===== src/rtl/aes_pkg.sv =====
// Shared AES definitions for the key-schedule slice.
// Holds the field widths, the round-constant seed, the GF(2^8) reduction
// constant, the key-expansion FSM state type and the xtime helper.
package aes_pkg;

    localparam int BYTE       = 8;
    localparam int WORD       = 32;
    localparam int KEY_WIDTH  = 128;
    localparam int NUM_ROUNDS = 10;

    // Index of the last schedule word (w43 for AES-128).
    localparam int LAST_WORD = 4 * (NUM_ROUNDS + 1) - 1;

    localparam logic [BYTE-1:0] RCON_INIT  = 8'h01;
    localparam logic [BYTE-1:0] XTIME_POLY = 8'h1b;

    typedef enum logic {
        IDLE   = 1'b0,
        EXPAND = 1'b1
    } state_t;

    // Multiply by x in GF(2^8) modulo x^8 + x^4 + x^3 + x + 1.
    function automatic logic [BYTE-1:0] xtime(input logic [BYTE-1:0] b);
        return {b[6:0], 1'b0} ^ (b[7] ? XTIME_POLY : 8'h00);
    endfunction

endpackage


===== src/rtl/key_word_step.sv =====
// One key-schedule word step (combinational).
// new = w[i-4] ^ temp, where temp is w[i-1] or, on the first word of each
// round key, SubWord(RotWord(w[i-1])) ^ {rcon, 24'h0}.
// Ports:
//   w_first  - w[i-4], oldest window word
//   w_last   - w[i-1], newest window word
//   rcon     - current round constant
//   phase    - i[1:0]; 0 selects the rotate/substitute path
//   new_word - w[i]
module key_word_step
    import aes_pkg::*;
(
    input  logic [WORD-1:0] w_first,
    input  logic [WORD-1:0] w_last,
    input  logic [BYTE-1:0] rcon,
    input  logic [1:0]      phase,
    output logic [WORD-1:0] new_word
);

    logic [WORD-1:0] rotated;
    logic [WORD-1:0] substituted;
    logic [WORD-1:0] temp;

    rot_word u_rot_word (
        .word_in  (w_last),
        .word_out (rotated)
    );

    sub_word u_sub_word (
        .word_in  (rotated),
        .word_out (substituted)
    );

    assign temp     = (phase == 2'd0) ? (substituted ^ {rcon, 24'h0}) : w_last;
    assign new_word = w_first ^ temp;

endmodule


===== src/rtl/rot_word.sv =====
// RotWord: cyclic left rotation of a word by one byte.
// Ports:
//   word_in  - input word {a0,a1,a2,a3}
//   word_out - rotated word {a1,a2,a3,a0}
module rot_word
    import aes_pkg::*;
(
    input  logic [WORD-1:0] word_in,
    output logic [WORD-1:0] word_out
);

    assign word_out = {word_in[WORD-BYTE-1:0], word_in[WORD-1 -: BYTE]};

endmodule


===== src/rtl/sub_word.sv =====
// SubWord: applies the AES S-box to each byte of a word.
// The S-box is computed as multiplicative inverse followed by the affine
// transform, so no 256-entry table has to be maintained by hand.
// Ports:
//   word_in  - input word
//   word_out - byte-wise substituted word
module sub_word
    import aes_pkg::*;
(
    input  logic [WORD-1:0] word_in,
    output logic [WORD-1:0] word_out
);

    function automatic logic [BYTE-1:0] gf_mul(input logic [BYTE-1:0] a,
                                               input logic [BYTE-1:0] b);
        logic [BYTE-1:0] acc;
        logic [BYTE-1:0] aa;
        acc = '0;
        aa  = a;
        for (int k = 0; k < BYTE; k++) begin
            if (b[k]) acc = acc ^ aa;
            aa = xtime(aa);
        end
        return acc;
    endfunction

    // a^254 = a^(2+4+...+128); maps 0 to 0 as the S-box requires.
    function automatic logic [BYTE-1:0] sbox(input logic [BYTE-1:0] a);
        logic [BYTE-1:0] sq;
        logic [BYTE-1:0] inv;
        logic [BYTE-1:0] rot;
        logic [BYTE-1:0] res;
        sq  = a;
        inv = 8'h01;
        for (int k = 1; k < BYTE; k++) begin
            sq  = gf_mul(sq, sq);
            inv = gf_mul(inv, sq);
        end
        rot = inv;
        res = inv;
        for (int k = 0; k < 4; k++) begin
            rot = {rot[6:0], rot[7]};
            res = res ^ rot;
        end
        return res ^ 8'h63;
    endfunction

    always_comb begin
        word_out = '0;
        for (int b = 0; b < WORD / BYTE; b++) begin
            word_out[b*BYTE +: BYTE] = sbox(word_in[b*BYTE +: BYTE]);
        end
    end

endmodule


===== src/rtl/key_expansion_controller.sv =====
// Sequential AES-128 key-schedule engine: one 32-bit word per clock.
// A start accepted in IDLE loads the cipher key and immediately strobes it
// out as round key 0; the next 40 cycles generate w4..w43 and strobe each
// completed round key. done marks the round-10 strobe.
// Ports:
//   clk, reset      - clock and synchronous active-high reset
//   start           - begin expansion (only looked at in IDLE)
//   cipher_key      - key, captured on the accepted start edge
//   busy            - high while w4..w43 are being produced
//   round_key_valid - one-cycle strobe, round_key/round_key_index updated
//   round_key_index - round number of round_key
//   round_key       - {w[4k], w[4k+1], w[4k+2], w[4k+3]}, held between strobes
//   done            - one-cycle pulse with the index-10 strobe
module key_expansion_controller
    import aes_pkg::*;
(
    input  logic                 clk,
    input  logic                 reset,
    input  logic                 start,
    input  logic [KEY_WIDTH-1:0] cipher_key,
    output logic                 busy,
    output logic                 round_key_valid,
    output logic [3:0]           round_key_index,
    output logic [KEY_WIDTH-1:0] round_key,
    output logic                 done
);

    state_t          state;
    state_t          state_next;
    logic            accept;
    logic            last_step;

    // win[0] = w[i-4] ... win[3] = w[i-1]
    logic [WORD-1:0] win [4];
    logic [5:0]      word_idx;
    logic [BYTE-1:0] rcon;
    logic [WORD-1:0] new_word;

    key_word_step u_key_word_step (
        .w_first  (win[0]),
        .w_last   (win[3]),
        .rcon     (rcon),
        .phase    (word_idx[1:0]),
        .new_word (new_word)
    );

    always_comb begin
        state_next = state;
        accept     = 1'b0;
        last_step  = 1'b0;
        case (state)
            IDLE: begin
                if (start) begin
                    accept     = 1'b1;
                    state_next = EXPAND;
                end
            end
            EXPAND: begin
                if (word_idx == 6'(LAST_WORD)) begin
                    last_step  = 1'b1;
                    state_next = IDLE;
                end
            end
            default: state_next = IDLE;
        endcase
    end

    always_ff @(posedge clk) begin
        if (reset) state <= IDLE;
        else       state <= state_next;
    end

    always_ff @(posedge clk) begin
        if (reset) begin
            for (int k = 0; k < 4; k++) win[k] <= '0;
            word_idx        <= '0;
            rcon            <= '0;
            busy            <= 1'b0;
            round_key_valid <= 1'b0;
            round_key_index <= '0;
            round_key       <= '0;
            done            <= 1'b0;
        end else begin
            round_key_valid <= 1'b0;
            done            <= 1'b0;
            if (accept) begin
                for (int k = 0; k < 4; k++) begin
                    win[k] <= cipher_key[KEY_WIDTH-1-WORD*k -: WORD];
                end
                word_idx        <= 6'd4;
                rcon            <= RCON_INIT;
                busy            <= 1'b1;
                round_key       <= cipher_key;
                round_key_index <= '0;
                round_key_valid <= 1'b1;
            end else if (state == EXPAND) begin
                win[0]   <= win[1];
                win[1]   <= win[2];
                win[2]   <= win[3];
                win[3]   <= new_word;
                word_idx <= word_idx + 6'd1;
                if (word_idx[1:0] == 2'd0) rcon <= xtime(rcon);
                // Fourth word of a round key: the window plus the new word
                // is the complete key, numbered i/4.
                if (word_idx[1:0] == 2'd3) begin
                    round_key       <= {win[1], win[2], win[3], new_word};
                    round_key_index <= word_idx[5:2];
                    round_key_valid <= 1'b1;
                end
                if (last_step) begin
                    done <= 1'b1;
                    busy <= 1'b0;
                end
            end
        end
    end

endmodule


===== config.mk =====
export PLATFORM = sky130hd
export DESIGN_NAME = key_expansion_controller
export DESIGN_NICKNAME = d
export VERILOG_FILES = /design/src/rtl/aes_pkg.sv /design/src/rtl/key_word_step.sv /design/src/rtl/rot_word.sv /design/src/rtl/sub_word.sv /design/src/rtl/key_expansion_controller.sv
export SDC_FILE = /design/constraint.sdc
export NUM_CORES = 2
export LEC_CHECK = 0
export BUFFER_PORTS_ARGS = -buffer_cell sky130_fd_sc_hd__clkbuf_2
export CAP_MARGIN = 10
export CORE_MARGIN = 8
export CORE_UTILIZATION = 66
export DETAILED_ROUTE_END_ITERATION = 10
export PLACE_DENSITY = 0.84
export SYNTH_ARGS = -nofsm -noshare
export SYNTH_HDL_FRONTEND = slang
export SYNTH_SLANG_ARGS = --single-unit

===== constraint.sdc =====
create_clock -name clk -period 17.38 [get_ports clk]
set_input_delay 1.738 -clock clk [delete_from_list [all_inputs] [get_ports clk]]
set_output_delay 1.738 -clock clk [all_outputs]
set_load 0.05 [all_outputs]

==> results.toml <==
[run_status]
outcome = "completed"

[finish]
drive_gt1_share_pct = 11.4
fin_nets = 8949
fin_cells = 10100
area_growth_pct = 6.82
nFillCells = 7883

[clocking]
postCtsHoldBufs = 0
clkSinkCount = 278
cts_buffers = 30
clk_latency_ns = 0.59
htree_num_levels = 1
cts.path.max_buffers = 3
cts_tree = "yes"
clk_pin_slew_ns = 0.06
cts_root_buf = "clkbuf_16"

[yosys]
yosys.area.top_type_share_pct = 23.6
yosysSeqAreaShare_pct = 10.4
syn_nets = 8944
syn_avg_cell_area_um2 = 7.48
synthDistinctLibCells = 113
synthTopCellsByArea = "xnor2_1 (24%), xnor3_1 (7.5%), nor2_1 (7.3%)"
synth-seq-cells = 278
synthCells = 8792
synthFlopType = "dfxtp_1"
synth_edf_count = 128
ys_async_sr_fraction_pct = 0
synth_area_um2 = 65700
ys_warn_count = 0
synth_largest_area_cell = "xnor2_1"

[sta]
slew_violations = 0
final-hold-violation-count = 0
hold_slack_ns = 0.480
worstMarginPinSlew_ns = 1.30
finalCritPeriodShare_pct = 95.4
clock_skew_ns = 0.0112
setup_violations = 0
max_clock_freq_mhz = 60.3
period_needed_ns = 16.58
setup_tns_ns = 0
relSlewSlack_pct = 12.8

[placement]
numPortBuffers = 265
finalWeightedCongestion = 1.02
dp.cells = 10000
post-dp-hpwl_mm = 149

[global_routing]
globalRouteOverflowTotal = 0
antenna_found_initial = 6
grt_pass1_vias = 60100
grt_max_degree = 118
grt_usage_pct = 34.6
grt_pass1_wl_mm = 324

[floorplan]
initial_core_util_pct = 66.7
pin_count = 266
die_h_um = 332
core_um2 = 98600
fp.dieW_um = 332
fp.dieArea_um2 = 110000
row_count = 115

[setup_path]
required_ns = 17.71
crit_top_cell = "xnor2_1"
criticalPathCategory = "flip-flop to flip-flop"
crit_fanout = 23
critPathMaxStageDelay_ns = 0.81
cp-start-kind = "flip-flop"
crit_path_end_kind = "flip-flop"
crit_arrival_ns = 16.91
slowest_stage = "edfxtp_1"

[detailed_routing]
avgRoutedWirePerCell_um = 20.3
drt_iter0_markers = 8637
totalWireLength_mm = 205
drc = 0
vias_per_cell = 6.47
via_count = 65500
ant_nets = 0
dr.pass1.iters = 7

[min_path]
hold_path_class = "flip-flop to flip-flop"

[flow_run]
cap_viol_max_count = 0
==> registers in the layout, indices dropped and copies added, names as in the netlist <==
register / flops
word_idx: 6
win: 128
round_key: 128
round_key_valid: 1
state: 1
busy: 1
done: 1
round_key_index: 4
rcon: 8
==> synth_stat cells (73+ instances only) <==
| library cell | count |
|---|---|
| a21oi_1 | 494 |
| a22oi_1 | 138 |
| a31oi_1 | 94 |
| buf_2 | 123 |
| clkbuf_1 | 435 |
| dfxtp_1 | 150 |
| edfxtp_1 | 128 |
| mux2i_1 | 189 |
| nand2_1 | 1048 |
| nand2b_1 | 73 |
| nand3_1 | 153 |
| nor2_1 | 1279 |
| nor2b_1 | 75 |
| nor3_1 | 206 |
| o21ai_0 | 321 |
| o22ai_1 | 125 |
| xnor2_1 | 1772 |
| xnor2_2 | 92 |
| xnor3_1 | 219 |
| xor2_1 | 434 |
==> cell families (layout without fill, tap and decap cells) <==
family	after synthesis	in the layout	share of synthesized area, %
buf+inv	725	754	4.61
mux	241	241	3.87
fa+ha+maj	22	22	0.415
other cells	0	2	0
compound gates	1824	1824	18.2
xor+xnor	2613	2613	42.5
flops	278	278	10.4
simple gates	3089	3089	20.0
==> critical path, delay by kind of cell (launching register included) <==
kind,cells,cell delay (ns)
muxes,3,0.88
buffers and inverters,3,0.79
AOI/OAI and AO/OA,5,1.57
xor gates and xnor gates,32,11.11
and+or+nand+nor,7,0.68
DFF,1,0.81
adders and majority gates,1,0.44
==> timing repair <==
action                                  4_1_cts  5_1_grt
resized for setup                             0       38
endpoints found under the setup margin        0       64
setup buffers                                 0        7
==> stage by stage <==
step / util (%) / area (µm²) / worst slack [ns]
final: 71.2 / 70200 / 0.797
after floorplan: - / 65700 / 1.71
after CTS: 70.9 / 69900 / 0.254
after global routing: 71.2 / 70200 / -0.00568
after global placement: 69.9 / 68900 / 0.869
after detailed placement: 69.9 / 68900 / 0.283
==> final timing paths <==
kind	cells past startpoint	start	endpoint	slack, ns
max	51	win[3][0]	win[3][14]	0.80
min	2	round_key[89]	round_key[89]	0.48
max reg2reg	51	win[3][0]	win[3][14]	0.80
min reg2reg	2	round_key[89]	round_key[89]	0.48
==> metal layers <==
| metal | global-route usage [%] | share of wire [%] |
|---|---|---|
| met1 | 46.4 | 40 |
| met2 | 56.1 | 45 |
| met3 | 6.21 | 11 |
| met4 | 11.5 | 3.5 |
| met5 | 0 | 0.036 |
==> placed cells by master (no fill, tap or decap), types with 31 or more instances in the layout <==
cell type	netlist	final
o211ai_1	66	66
clkbuf_2	1	264
a211oi_1	67	67
edfxtp_1	128	128
o21ai_1	31	31
buf_4	27	349
nor2b_1	75	73
nand2b_1	73	72
xor2_1	434	423
nand3_1	153	153
or3_1	38	34
xnor2_2	92	135
o22ai_1	125	125
inv_1	70	70
o21ai_0	321	321
and2_1	41	40
mux2i_1	189	189
mux2_2	36	36
o32ai_1	31	31
a22oi_1	138	138
nor3_1	206	205
a22o_1	46	46
o221ai_1	34	34
a21oi_1	494	493
and3_1	35	35
xor3_1	34	34
xnor3_1	219	214
o31ai_1	31	31
dfxtp_1	150	149
xor2_2	26	36
nand2_1	1048	1047
a31oi_1	94	94
clkbuf_16	0	31
a311oi_1	69	69
nor2_1	1279	1276
xnor2_1	1772	1722
==> area by class of cell <==
class,instances,area (µm²),share of cell area [%]
Multi-Input combinational cell,7789,56500,80.4
Clock inverter,13,158,0.225
Tap cell,1287,1610,2.29
Inverter,84,315,0.449
Sequential cell,278,6850,9.76
Clock buffer,43,851,1.21
Timing Repair Buffer,614,3960,5.63
Antenna cell,2,5.00,0.00713
Power is not shown: default switching activity piles up to over one toggle a cycle in this logic, so the estimate is an artifact.
